==> config.mk <==
export PLATFORM = sky130hd
export DESIGN_NAME = id_ex_stage_flat
export DESIGN_NICKNAME = d
export VERILOG_FILES = /design/src/rtl/id_ex_if.sv /design/src/rtl/id_ex_stage.sv /design/src/flat_wrapper.sv
export SDC_FILE = /design/constraint.sdc
export NUM_CORES = 1
export LEC_CHECK = 0
export CAP_MARGIN = 5
export CORE_AREA = 3 3 132 134
export DETAILED_ROUTE_END_ITERATION = 16
export DIE_AREA = 0 0 135 137
export PLACE_DENSITY_LB_ADDON = 0.1
export SLEW_MARGIN = 20
export SYNTH_ARGS = -nofsm -noshare
export SYNTH_HDL_FRONTEND = slang
export SYNTH_SLANG_ARGS = --single-unit
export TNS_END_PERCENT = 1
==> constraint.sdc <==
create_clock -name clk -period 7 [get_ports clk]
set_input_delay 0.7 -clock clk [delete_from_list [all_inputs] [get_ports clk]]
set_output_delay 0.7 -clock clk [all_outputs]
set_load 0.05 [all_outputs]
==> src/rtl/id_ex_if.sv <==
// Bundle of signals between the ID stage, the ID/EX pipeline register and EX.
// master = ID/EX control side; slave = the ID/EX register itself.
interface id_ex_if #(
  parameter int XLEN = 32,
  parameter int REGW = 5
);
  logic [6:0]      id_opcode, ex_opcode;
  logic [2:0]      id_funct3, ex_funct3;
  logic [6:0]      id_funct7, ex_funct7;
  logic            id_Branch, id_MemREAD, id_MemtoReg, id_ALUSrc, id_RegWrite;
  logic [1:0]      id_MemWrite, ex_MemWrite;
  logic            ex_Branch, ex_MemREAD, ex_MemtoReg, ex_ALUSrc, ex_RegWrite;
  logic            id_valid, ex_valid;
  logic [XLEN-1:0] id_pc, id_rs1_data, id_rs2_data, id_imm;
  logic [XLEN-1:0] ex_pc, ex_rs1_data, ex_rs2_data, ex_imm;
  logic [REGW-1:0] id_rs1, id_rs2, id_rd, ex_rs1, ex_rs2, ex_rd;
  logic            ex_stall, flush, id_stall;

  modport master (
    output id_opcode, id_funct3, id_funct7, id_Branch, id_MemREAD, id_MemtoReg,
           id_ALUSrc, id_RegWrite, id_MemWrite, id_valid, id_pc, id_rs1_data,
           id_rs2_data, id_imm, id_rs1, id_rs2, id_rd, ex_stall, flush,
    input  id_stall, ex_valid, ex_opcode, ex_funct3, ex_funct7, ex_Branch,
           ex_MemREAD, ex_MemtoReg, ex_ALUSrc, ex_RegWrite, ex_MemWrite, ex_pc,
           ex_rs1_data, ex_rs2_data, ex_imm, ex_rs1, ex_rs2, ex_rd
  );

  modport slave (
    input  id_opcode, id_funct3, id_funct7, id_Branch, id_MemREAD, id_MemtoReg,
           id_ALUSrc, id_RegWrite, id_MemWrite, id_valid, id_pc, id_rs1_data,
           id_rs2_data, id_imm, id_rs1, id_rs2, id_rd, ex_stall, flush,
    output id_stall, ex_valid, ex_opcode, ex_funct3, ex_funct7, ex_Branch,
           ex_MemREAD, ex_MemtoReg, ex_ALUSrc, ex_RegWrite, ex_MemWrite, ex_pc,
           ex_rs1_data, ex_rs2_data, ex_imm, ex_rs1, ex_rs2, ex_rd
  );
endinterface

==> src/rtl/id_ex_stage.sv <==
// ID/EX pipeline register with load-use detection, bubble insertion, EX hold and flush.
// Optional macro ID_EX_PERF_CNT_EN adds saturating bubble/flush/hold counters.
module id_ex_stage #(
  parameter int XLEN = 32,
  parameter int REGW = 5
) (
  input  logic        clk,
  input  logic        rst_n,
  id_ex_if.slave      bus
`ifdef ID_EX_PERF_CNT_EN
  ,
  output logic [31:0] perf_bubble_cnt,
  output logic [31:0] perf_flush_cnt,
  output logic [31:0] perf_hold_cnt
`endif
);

  localparam logic [6:0] OP_LUI    = 7'b0110111;
  localparam logic [6:0] OP_AUIPC  = 7'b0010111;
  localparam logic [6:0] OP_JAL    = 7'b1101111;
  localparam logic [6:0] OP_BRANCH = 7'b1100011;
  localparam logic [6:0] OP_STORE  = 7'b0100011;
  localparam logic [6:0] OP_OP     = 7'b0110011;
  localparam logic [1:0] WRITE_IDLE = 2'b00;

  logic uses_rs1, uses_rs2, load_use;

  assign uses_rs1 = !((bus.id_opcode == OP_LUI) || (bus.id_opcode == OP_AUIPC) ||
                      (bus.id_opcode == OP_JAL));
  assign uses_rs2 = (bus.id_opcode == OP_BRANCH) || (bus.id_opcode == OP_STORE) ||
                    (bus.id_opcode == OP_OP);

  assign load_use = bus.ex_valid && bus.ex_MemREAD && (bus.ex_rd != '0) && bus.id_valid &&
                    ((uses_rs1 && (bus.id_rs1 == bus.ex_rd)) ||
                     (uses_rs2 && (bus.id_rs2 == bus.ex_rd)));

  // Flush overrides any stall so IF/ID can take the redirect target.
  assign bus.id_stall = !bus.flush && (bus.ex_stall || load_use);

  always_ff @(posedge clk or negedge rst_n) begin
    if (!rst_n) begin
      bus.ex_valid    <= 1'b0;
      bus.ex_Branch   <= 1'b0;
      bus.ex_MemREAD  <= 1'b0;
      bus.ex_MemtoReg <= 1'b0;
      bus.ex_ALUSrc   <= 1'b0;
      bus.ex_RegWrite <= 1'b0;
      bus.ex_MemWrite <= WRITE_IDLE;
      bus.ex_opcode   <= '0;
      bus.ex_funct3   <= '0;
      bus.ex_funct7   <= '0;
      bus.ex_pc       <= '0;
      bus.ex_rs1_data <= '0;
      bus.ex_rs2_data <= '0;
      bus.ex_imm      <= '0;
      bus.ex_rs1      <= '0;
      bus.ex_rs2      <= '0;
      bus.ex_rd       <= '0;
    end else if (bus.flush || (!bus.ex_stall && load_use)) begin
      // Bubble: kill side effects only; ALUSrc and data fields keep their values.
      bus.ex_valid    <= 1'b0;
      bus.ex_Branch   <= 1'b0;
      bus.ex_MemREAD  <= 1'b0;
      bus.ex_MemtoReg <= 1'b0;
      bus.ex_RegWrite <= 1'b0;
      bus.ex_MemWrite <= WRITE_IDLE;
    end else if (!bus.ex_stall) begin
      bus.ex_valid    <= bus.id_valid;
      bus.ex_Branch   <= bus.id_valid && bus.id_Branch;
      bus.ex_MemREAD  <= bus.id_valid && bus.id_MemREAD;
      bus.ex_MemtoReg <= bus.id_valid && bus.id_MemtoReg;
      bus.ex_ALUSrc   <= bus.id_valid && bus.id_ALUSrc;
      bus.ex_RegWrite <= bus.id_valid && bus.id_RegWrite;
      bus.ex_MemWrite <= bus.id_valid ? bus.id_MemWrite : WRITE_IDLE;
      bus.ex_opcode   <= bus.id_opcode;
      bus.ex_funct3   <= bus.id_funct3;
      bus.ex_funct7   <= bus.id_funct7;
      bus.ex_pc       <= bus.id_pc;
      bus.ex_rs1_data <= bus.id_rs1_data;
      bus.ex_rs2_data <= bus.id_rs2_data;
      bus.ex_imm      <= bus.id_imm;
      bus.ex_rs1      <= bus.id_rs1;
      bus.ex_rs2      <= bus.id_rs2;
      bus.ex_rd       <= bus.id_rd;
    end
  end

`ifdef ID_EX_PERF_CNT_EN
  always_ff @(posedge clk or negedge rst_n) begin
    if (!rst_n) begin
      perf_bubble_cnt <= '0;
      perf_flush_cnt  <= '0;
      perf_hold_cnt   <= '0;
    end else begin
      if (bus.flush && (perf_flush_cnt != 32'hFFFF_FFFF))
        perf_flush_cnt <= perf_flush_cnt + 32'd1;
      if (!bus.flush && bus.ex_stall && (perf_hold_cnt != 32'hFFFF_FFFF))
        perf_hold_cnt <= perf_hold_cnt + 32'd1;
      if (!bus.flush && !bus.ex_stall && load_use && (perf_bubble_cnt != 32'hFFFF_FFFF))
        perf_bubble_cnt <= perf_bubble_cnt + 32'd1;
    end
  end
`endif

endmodule

==> src/flat_wrapper.sv <==
// flat-port wrapper written by rule: the top's interface ports become plain ports
module id_ex_stage_flat 
#(
  parameter int XLEN = 32,
  parameter int REGW = 5
)
  (clk, rst_n, bus_id_opcode, bus_id_funct3, bus_id_funct7, bus_id_Branch, bus_id_MemREAD, bus_id_MemtoReg, bus_id_ALUSrc, bus_id_RegWrite, bus_id_MemWrite, bus_id_valid, bus_id_pc, bus_id_rs1_data, bus_id_rs2_data, bus_id_imm, bus_id_rs1, bus_id_rs2, bus_id_rd, bus_ex_stall, bus_flush, bus_id_stall, bus_ex_valid, bus_ex_opcode, bus_ex_funct3, bus_ex_funct7, bus_ex_Branch, bus_ex_MemREAD, bus_ex_MemtoReg, bus_ex_ALUSrc, bus_ex_RegWrite, bus_ex_MemWrite, bus_ex_pc, bus_ex_rs1_data, bus_ex_rs2_data, bus_ex_imm, bus_ex_rs1, bus_ex_rs2, bus_ex_rd);
  id_ex_if #(.XLEN(XLEN), .REGW(REGW)) bus_i ();
  input  logic clk;
  input  logic rst_n;
  input wire logic [$bits(bus_i.id_opcode)-1:0] bus_id_opcode;
  input wire logic [$bits(bus_i.id_funct3)-1:0] bus_id_funct3;
  input wire logic [$bits(bus_i.id_funct7)-1:0] bus_id_funct7;
  input wire logic [$bits(bus_i.id_Branch)-1:0] bus_id_Branch;
  input wire logic [$bits(bus_i.id_MemREAD)-1:0] bus_id_MemREAD;
  input wire logic [$bits(bus_i.id_MemtoReg)-1:0] bus_id_MemtoReg;
  input wire logic [$bits(bus_i.id_ALUSrc)-1:0] bus_id_ALUSrc;
  input wire logic [$bits(bus_i.id_RegWrite)-1:0] bus_id_RegWrite;
  input wire logic [$bits(bus_i.id_MemWrite)-1:0] bus_id_MemWrite;
  input wire logic [$bits(bus_i.id_valid)-1:0] bus_id_valid;
  input wire logic [$bits(bus_i.id_pc)-1:0] bus_id_pc;
  input wire logic [$bits(bus_i.id_rs1_data)-1:0] bus_id_rs1_data;
  input wire logic [$bits(bus_i.id_rs2_data)-1:0] bus_id_rs2_data;
  input wire logic [$bits(bus_i.id_imm)-1:0] bus_id_imm;
  input wire logic [$bits(bus_i.id_rs1)-1:0] bus_id_rs1;
  input wire logic [$bits(bus_i.id_rs2)-1:0] bus_id_rs2;
  input wire logic [$bits(bus_i.id_rd)-1:0] bus_id_rd;
  input wire logic [$bits(bus_i.ex_stall)-1:0] bus_ex_stall;
  input wire logic [$bits(bus_i.flush)-1:0] bus_flush;
  output wire logic [$bits(bus_i.id_stall)-1:0] bus_id_stall;
  output wire logic [$bits(bus_i.ex_valid)-1:0] bus_ex_valid;
  output wire logic [$bits(bus_i.ex_opcode)-1:0] bus_ex_opcode;
  output wire logic [$bits(bus_i.ex_funct3)-1:0] bus_ex_funct3;
  output wire logic [$bits(bus_i.ex_funct7)-1:0] bus_ex_funct7;
  output wire logic [$bits(bus_i.ex_Branch)-1:0] bus_ex_Branch;
  output wire logic [$bits(bus_i.ex_MemREAD)-1:0] bus_ex_MemREAD;
  output wire logic [$bits(bus_i.ex_MemtoReg)-1:0] bus_ex_MemtoReg;
  output wire logic [$bits(bus_i.ex_ALUSrc)-1:0] bus_ex_ALUSrc;
  output wire logic [$bits(bus_i.ex_RegWrite)-1:0] bus_ex_RegWrite;
  output wire logic [$bits(bus_i.ex_MemWrite)-1:0] bus_ex_MemWrite;
  output wire logic [$bits(bus_i.ex_pc)-1:0] bus_ex_pc;
  output wire logic [$bits(bus_i.ex_rs1_data)-1:0] bus_ex_rs1_data;
  output wire logic [$bits(bus_i.ex_rs2_data)-1:0] bus_ex_rs2_data;
  output wire logic [$bits(bus_i.ex_imm)-1:0] bus_ex_imm;
  output wire logic [$bits(bus_i.ex_rs1)-1:0] bus_ex_rs1;
  output wire logic [$bits(bus_i.ex_rs2)-1:0] bus_ex_rs2;
  output wire logic [$bits(bus_i.ex_rd)-1:0] bus_ex_rd;
  assign bus_i.id_opcode = bus_id_opcode;
  assign bus_i.id_funct3 = bus_id_funct3;
  assign bus_i.id_funct7 = bus_id_funct7;
  assign bus_i.id_Branch = bus_id_Branch;
  assign bus_i.id_MemREAD = bus_id_MemREAD;
  assign bus_i.id_MemtoReg = bus_id_MemtoReg;
  assign bus_i.id_ALUSrc = bus_id_ALUSrc;
  assign bus_i.id_RegWrite = bus_id_RegWrite;
  assign bus_i.id_MemWrite = bus_id_MemWrite;
  assign bus_i.id_valid = bus_id_valid;
  assign bus_i.id_pc = bus_id_pc;
  assign bus_i.id_rs1_data = bus_id_rs1_data;
  assign bus_i.id_rs2_data = bus_id_rs2_data;
  assign bus_i.id_imm = bus_id_imm;
  assign bus_i.id_rs1 = bus_id_rs1;
  assign bus_i.id_rs2 = bus_id_rs2;
  assign bus_i.id_rd = bus_id_rd;
  assign bus_i.ex_stall = bus_ex_stall;
  assign bus_i.flush = bus_flush;
  assign bus_id_stall = bus_i.id_stall;
  assign bus_ex_valid = bus_i.ex_valid;
  assign bus_ex_opcode = bus_i.ex_opcode;
  assign bus_ex_funct3 = bus_i.ex_funct3;
  assign bus_ex_funct7 = bus_i.ex_funct7;
  assign bus_ex_Branch = bus_i.ex_Branch;
  assign bus_ex_MemREAD = bus_i.ex_MemREAD;
  assign bus_ex_MemtoReg = bus_i.ex_MemtoReg;
  assign bus_ex_ALUSrc = bus_i.ex_ALUSrc;
  assign bus_ex_RegWrite = bus_i.ex_RegWrite;
  assign bus_ex_MemWrite = bus_i.ex_MemWrite;
  assign bus_ex_pc = bus_i.ex_pc;
  assign bus_ex_rs1_data = bus_i.ex_rs1_data;
  assign bus_ex_rs2_data = bus_i.ex_rs2_data;
  assign bus_ex_imm = bus_i.ex_imm;
  assign bus_ex_rs1 = bus_i.ex_rs1;
  assign bus_ex_rs2 = bus_i.ex_rs2;
  assign bus_ex_rd = bus_i.ex_rd;
  id_ex_stage #(.XLEN(XLEN), .REGW(REGW)) u_core (.clk(clk), .rst_n(rst_n), .bus(bus_i));
endmodule
==> results.txt, run 1 <==
run status - complete, no violations
Total GRT Usage - 0.196
Max Cap Viol - 0
largest family of logic cells by synthesized area - multiplexers
Die Ht - 137 um
Mapped Avg Cell Area - 16.5 um^2
clock buffer depth - 2
final non-filler cell total - 969
Adder-Cell Fraction of Synth Area - 0
area delta synth->final - 66.8%
worst vdd ir - 0.204 mV
Synth Cell Area - 0.00642 mm^2
drc violations - 0
fmax - 229 MHz
Req. time, crit path - 6300 ps
CP endpoint kind - output pin
clk_lat worst skew - 420 ps
die width - 135 um
minimum clock period - 4370 ps
CP arrival - 3670 ps
I/O pins - 341
crit path max-delay cell type - clkdlybuf4s50_1
Inst Count DP - 936
root buffer cell - clkbuf_16
DP Area - 0.0101 mm^2
clk sinks - 168
gr ovfl total - 0
Die Area - 0.0185 mm^2
maximum level of the CTS H-tree - 4
cell-internal power - 0.00217 W
CTS tree - done
Slew Limit Fails - 0
initial antenna violation count - 1
core footprint - 0.0164 mm^2
Worst-path clk slew - 60 ps
Tot Pwr - 0.00330 W
vias in the first global route - 5064
layout cells sized above 1 - 0.144
Rows - 47
post-route cell area - 0.0107 mm^2
setup bufs post-CTS - 0
first-pass GRT wire length - 27.8 mm
detailed-route via count - 4565
XOR/XNOR Fraction of Synth Area - 0.0136
Syn Inst Count - 389
part of the power in combinational logic - 0.332
initial core utilization - 0.391
R2R depth - 6
complex-gate fraction of the synthesized area - 0.0156
Syn Nets - 561
post-cts sizing count - 0
Worst path max stage delay - 820 ps
# setup viols final - 0
Switch Pwr - 0.00113 W
Seq/Total Area, Yosys - 0.655
PD cells - 308 mW/mm^2
Post-Synth Simple-Gate Area - 0.0166
number of distinct library cells after synthesis - 24
critical path launch point type - input port
TNS Setup - 0 ps
Num CTS Buffers - 17
1st-iter DRT viols - 176
crit-path leading delay family - simple AND/OR/NAND/NOR gates
critical path fanouts, max - 9
Fin. Hold Viols - 0
cell repeated most along the worst path - clkdlybuf4s50_1
Clock power frac - 0.309
post-synthesis register bit count - 168
Sw Ratio - 0.342
fill cell count - 1167
Hold Buf Count CTS - 0
RSZ-0062 raised after global routing - false
Crit Path Class - input port to output pin
WL final - 18.3 mm
Lkg Pwr - 4.37 nW
Final ANT Viol Nets - 0
WP buf/inv - 2
Syn. warnings - 0
Nets - 907
largest net degree at the start of global routing - 89
Hold Path Class - input port to asynchronous set/reset pin
TritonRoute pass-1 iters - 4
port buffer count - 340
Max-Slew Margin vs Limit - 0.475
placer congestion estimate - 0.757
worst-margin pin slew - 788 ps
critical path depth in cells - 7
clk_skew - 9.36 ps
Tcrit/Tclk final - 0.625
Flop pwr share - 0.360
vias per cell - 4.71
dpl hpwl - 14.1 mm
WL/cell - 18.9 um
multiplexer share of the synthesized area - 0.281
CP Cell Sequence - clkdlybuf4s50_1, and2_0, or4_1, nor4_1, nor2_1, a21oi_1, clkdlybuf4s50_1
## final timing paths
check / slack (ps) / start / endpoint
min in group clk: 480 / u_core.bus.ex_rs2_data[1] / u_core.bus.ex_rs2_data[1]
hold / removal: 320 / rst_n / u_core.bus.ex_rs1_data[1]
hold reg to reg: 480 / u_core.bus.ex_rs2_data[1] / u_core.bus.ex_rs2_data[1]
setup reg to reg: 3990 / u_core.bus.ex_rd[0] / u_core.bus.ex_rs2_data[11]
setup / recovery: 2630 / bus_id_opcode[6] / bus_id_stall
max in group asynchronous: 5390 / rst_n / u_core.bus.ex_rs1_data[2]
## registers in the layout (all words and copies together) (netlist names)
register                flops
u_core.bus.ex_imm          32
u_core.bus.ex_valid         1
u_core.bus.ex_rd            5
u_core.bus.ex_MemtoReg      1
u_core.bus.ex_MemWrite      2
u_core.bus.ex_opcode        7
u_core.bus.ex_MemREAD       1
u_core.bus.ex_rs2_data     32
u_core.bus.ex_rs1           5
u_core.bus.ex_RegWrite      1
u_core.bus.ex_ALUSrc        1
u_core.bus.ex_Branch        1
u_core.bus.ex_pc           32
u_core.bus.ex_rs1_data     32
u_core.bus.ex_funct3        3
u_core.bus.ex_funct7        7
u_core.bus.ex_rs2           5
## stage by stage
| step | hold slack, ps | setup slack, ps | util |
|---|---|---|---|
| floorplan | 404 | 3660 | - |
| finish | 316 | 2630 | 0.653 |
| global route | 359 | 2460 | 0.653 |
| detailed placement | 474 | 2620 | 0.613 |
| CTS | 330 | 2630 | 0.653 |
| global placement | 467 | 2700 | 0.612 |
## logic make-up after synthesis
group / after synthesis
flip-flops: 168
buffers and inverters: 21
AND/OR/NAND/NOR: 19
XOR/XNOR: 10
multiplexers: 160
AO/OA/AOI/OAI: 11
## synth_stat cells (all sizes together)
cell       n  area [um^2]
dfrtp    168         4200
mux2     160         1800
buf       17          108
xnor2      8         70.1
a32o       6         60.1
inv        4         15.0
nor2       4         15.0
nand2      3         11.3
nand3      3         15.0
nor4       2         12.5
or4        2         15.0
xor2       2         17.5
a2111oi    1         8.76
a21oi      1         5.00
a22o       1         8.76
and2       1         6.26
nand2b     1         6.26
nor3       1         10.0
nor4b      1         8.76
o2111ai    1         8.76
o2bb2ai    1         8.76
or2        1         6.26
## placed cells by master (no fill, tap or decap), types with 2 or more instances in the layout
cell type / count
dfrtp_1: 168
a32o_1: 6
or4_1: 2
clkinv_2: 3
nor4_1: 2
clkdlybuf4s50_1: 339
xor2_1: 2
buf_6: 2
inv_1: 4
xnor2_1: 8
mux2_1: 89
nand3_1: 3
mux2_2: 71
buf_12: 2
clkinvlp_4: 2
clkbuf_16: 17
nor2_1: 4
clkbuf_1: 2
nand2_1: 3
bufinv_16: 5
## worst reg2reg max path, stage by stage, from the launching register on
cell and delay [ps]:
dfrtp_1 460, or4_1 560, o2111ai_1 240, nor4_1 140, nor3_4 620, buf_12 410, mux2_1 450
## power by group through the flow
stage / Sequential (W) / Clock [W] / Combinational [W]
after detailed placement: 0.00120 / 0 / 0.00111
after global routing: 0.00120 / 0.00108 / 0.00114
final: 0.00119 / 0.00102 / 0.00110
after floorplan: 0.00169 / 0 / 0.000149
after CTS: 0.00119 / 0.00104 / 0.00111
after global placement: 0.00120 / 0 / 0.00110
## per-layer routing
metal	global-route usage	routed length [um]	share of wire
met2	0.340	9420	0.51
met3	0.0772	1800	0.098
met1	0.219	6710	0.37
met5	0	0	0
met4	0.0756	360	0.020
## layout make-up
| type | count | area, um^2 | area share |
|---|---|---|---|
| Sequential cell | 168 | 4200 | 0.392 |
| Timing Repair Buffer | 344 | 3470 | 0.324 |
| Multi-Input combinational cell | 200 | 2100 | 0.196 |
| Clock buffer | 20 | 447 | 0.0417 |
| Tap cell | 220 | 275 | 0.0257 |
| Clock inverter | 12 | 198 | 0.0185 |
| Inverter | 4 | 15.0 | 0.00140 |
| Antenna cell | 1 | 2.50 | 0.000234 |
No activity file was read; power rests on OpenSTA's default activity.
==> run 2: changes to the inputs <==
CORE_AREA = default   (was 3 3 132 134)
CORE_ASPECT_RATIO = 1.75   (was default)
CORE_MARGIN = 3   (was default)
CORE_UTILIZATION = 36   (was default)
DIE_AREA = default   (was 0 0 135 137)
clock period = 3.9 ns   (was 7 ns; I/O delays follow)
==> results.txt, run 2 (synthesis gave the netlist of run 1 again) <==
clk_skew - 9.71 ps (+0.349 ps)
port buffer count - 340 (unchanged)
root buffer cell - clkbuf_16
GRT met1 Usage - 0.208 (-0.0106)
initial core utilization - 0.366 (-0.0252)
Die Ht - 183 um (+33%)
Lkg Pwr - 4.37 nW (about the same)
placer congestion estimate - 0.811 (+7.1%)
Nets - 912 (+0.55%)
clock buffer depth - 2 (unchanged)
Tcrit/Tclk final - 0.816
most frequent cells in the layout - clkdlybuf4s50_1, dfrtp_1, mux2_1
gr ovfl total - 0 (unchanged)
WL final - 18.7 mm (+2.0%)
Rows - 64 (+36%)
RSZ-0062 raised after global routing - false
crit-path leading delay family - simple AND/OR/NAND/NOR gates
core footprint - 0.0175 mm^2 (+6.9%)
critical path fanouts, max - 9 (unchanged)
detailed-route via count - 4654 (+1.9%)
Hold Buf Count CTS - 0 (unchanged)
clk_lat worst skew - 420 ps (about the same)
first-pass GRT wire length - 29.1 mm (+5.0%)
Max-Slew Margin vs Limit - 0.433 (-0.0421)
worst setup margin - 717 ps (-1910 ps)
Inst Count DP - 952 (+1.7%)
PD cells - 546 mW/mm^2 (+77%)
Finished Core Util - 0.612 (-0.0411)
clk sinks - 168 (unchanged)
minimum clock period - 3180 ps
Max Cap Viol - 0 (unchanged)
TNS Setup - 0 ps (unchanged)
vias per cell - 4.73 (+0.40%)
fmax - 314 MHz
setup bufs post-CTS - 0 (unchanged)
run status - complete, no violations
largest net degree at the start of global routing - 89 (unchanged)
post-cts sizing count - 0 (unchanged)
Final ANT Viol Nets - 0 (unchanged)
Num CTS Buffers - 17 (unchanged)
Worst-path clk slew - 60 ps (about the same)
Post-Place Setup Slack - 588 ps (-2030 ps)
WL/cell - 19.0 um (+0.48%)
# setup viols final - 0 (unchanged)
1st-iter DRT viols - 111 (-37%)
Hold Path Class - input port to asynchronous set/reset pin
crit path max-delay cell type - or4_1
CP endpoint kind - output pin
WP buf/inv - 3 (+1)
Fin. Hold Viols - 0 (unchanged)
worst vdd ir - 0.381 mV (+87%)
TritonRoute pass-1 iters - 4 (unchanged)
final non-filler cell total - 984 (+1.5%)
initial antenna violation count - 0 (-1)
Crit Path Class - input port to output pin
area delta synth->final - 67.1%
maximum level of the CTS H-tree - 4 (unchanged)
die width - 107 um (-21%)
most common cell after layout, fill and taps aside - clkdlybuf4s50_1
Worst path max stage delay - 500 ps (-320 ps)
GRT met2 Usage - 0.345 (+0.00406)
Die Area - 0.0195 mm^2 (+5.7%)
Req. time, crit path - 3510 ps (-2790 ps)
drc violations - 0 (unchanged)
Total GRT Usage - 0.195 (-0.00112)
busiest grt layer - met2
CP arrival - 2790 ps (-880 ps)
critical path launch point type - input port
dpl hpwl - 14.3 mm (+1.4%)
vias in the first global route - 5306 (+4.8%)
fill cell count - 1395 (+20%)
layout cells sized above 1 - 0.149 (+0.00435)
I/O pins - 341 (unchanged)
CP Cell Sequence - clkdlybuf4s50_1, and2_0, or4_1, nor4_1, nor2_1, buf_4, a21oi_1, buf_12
Slew Limit Fails - 0 (unchanged)
worst-margin pin slew - 851 ps (+63.1 ps)
M3 GR Usage - 0.0683 (-0.00889)
ANT cells - 0 (-1)
CTS tree - done
run 2: cell count changes in the layout (fill, tap and decap cells not counted), sizes merged:
cell,delta
buf,+6
bufinv,-1
clkbuf,+1
clkdlybuf4s50,-1
clkinvlp,+1
diode,-1
inv,-1
run 2: final timing paths:
check | cells past startpoint | startpoint | slack [ps] | end
max | 8 | bus_id_opcode[6] | 720 | bus_id_stall
min | 1 | rst_n | 4 | u_core.bus.ex_rs2_data[8]
max reg2reg | 7 | u_core.bus.ex_rd[0] | 1040 | u_core.bus.ex_rs1_data[29]
min reg2reg | 1 | u_core.bus.ex_rs1_data[12] | 480 | u_core.bus.ex_rs1_data[12]
max in group asynchronous | 2 | rst_n | 2870 | u_core.bus.ex_pc[22]
min in group clk | 1 | u_core.bus.ex_rs1_data[12] | 480 | u_core.bus.ex_rs1_data[12]
run 2: routing by layer:
layer,wire (um),vias up
li1,-,2098
met1,6500,2303
met2,9990,224
met3,1590,29
met4,575,0
met5,0,-
run 2: final cells by class:
type,count,area [um^2],share of cell area
clock buffer,21,440,0.0410
clock inverter,11,174,0.0162
inverter,4,15.0,0.00140
multi-input combinational,200,2100,0.196
sequential,168,4200,0.392
tap,231,289,0.0269
timing repair buffer,349,3510,0.327
run 2: power breakdown:
group	leakage, nW	total [W]	switching, W	internal [W]
Sequential	1.99	0.00213	0.000134	0.00199
Clock	0.287	0.00176	0.000689	0.00107
Combinational	2.10	0.00197	0.00122	0.000754
Total	4.37	0.00586	0.00204	0.00382
run 2: metrics by stage:
stage / area, um^2 / hold WS [ps] / total power, W
after floorplan: 6420 / 94.4 / 0.00330
after global placement: 10100 / 466 / 0.00412
after detailed placement: 10100 / 474 / 0.00415
after CTS: 10700 / 56.1 / 0.00594
after global routing: 10700 / 62.4 / 0.00611
final: 10700 / 3.55 / 0.00586
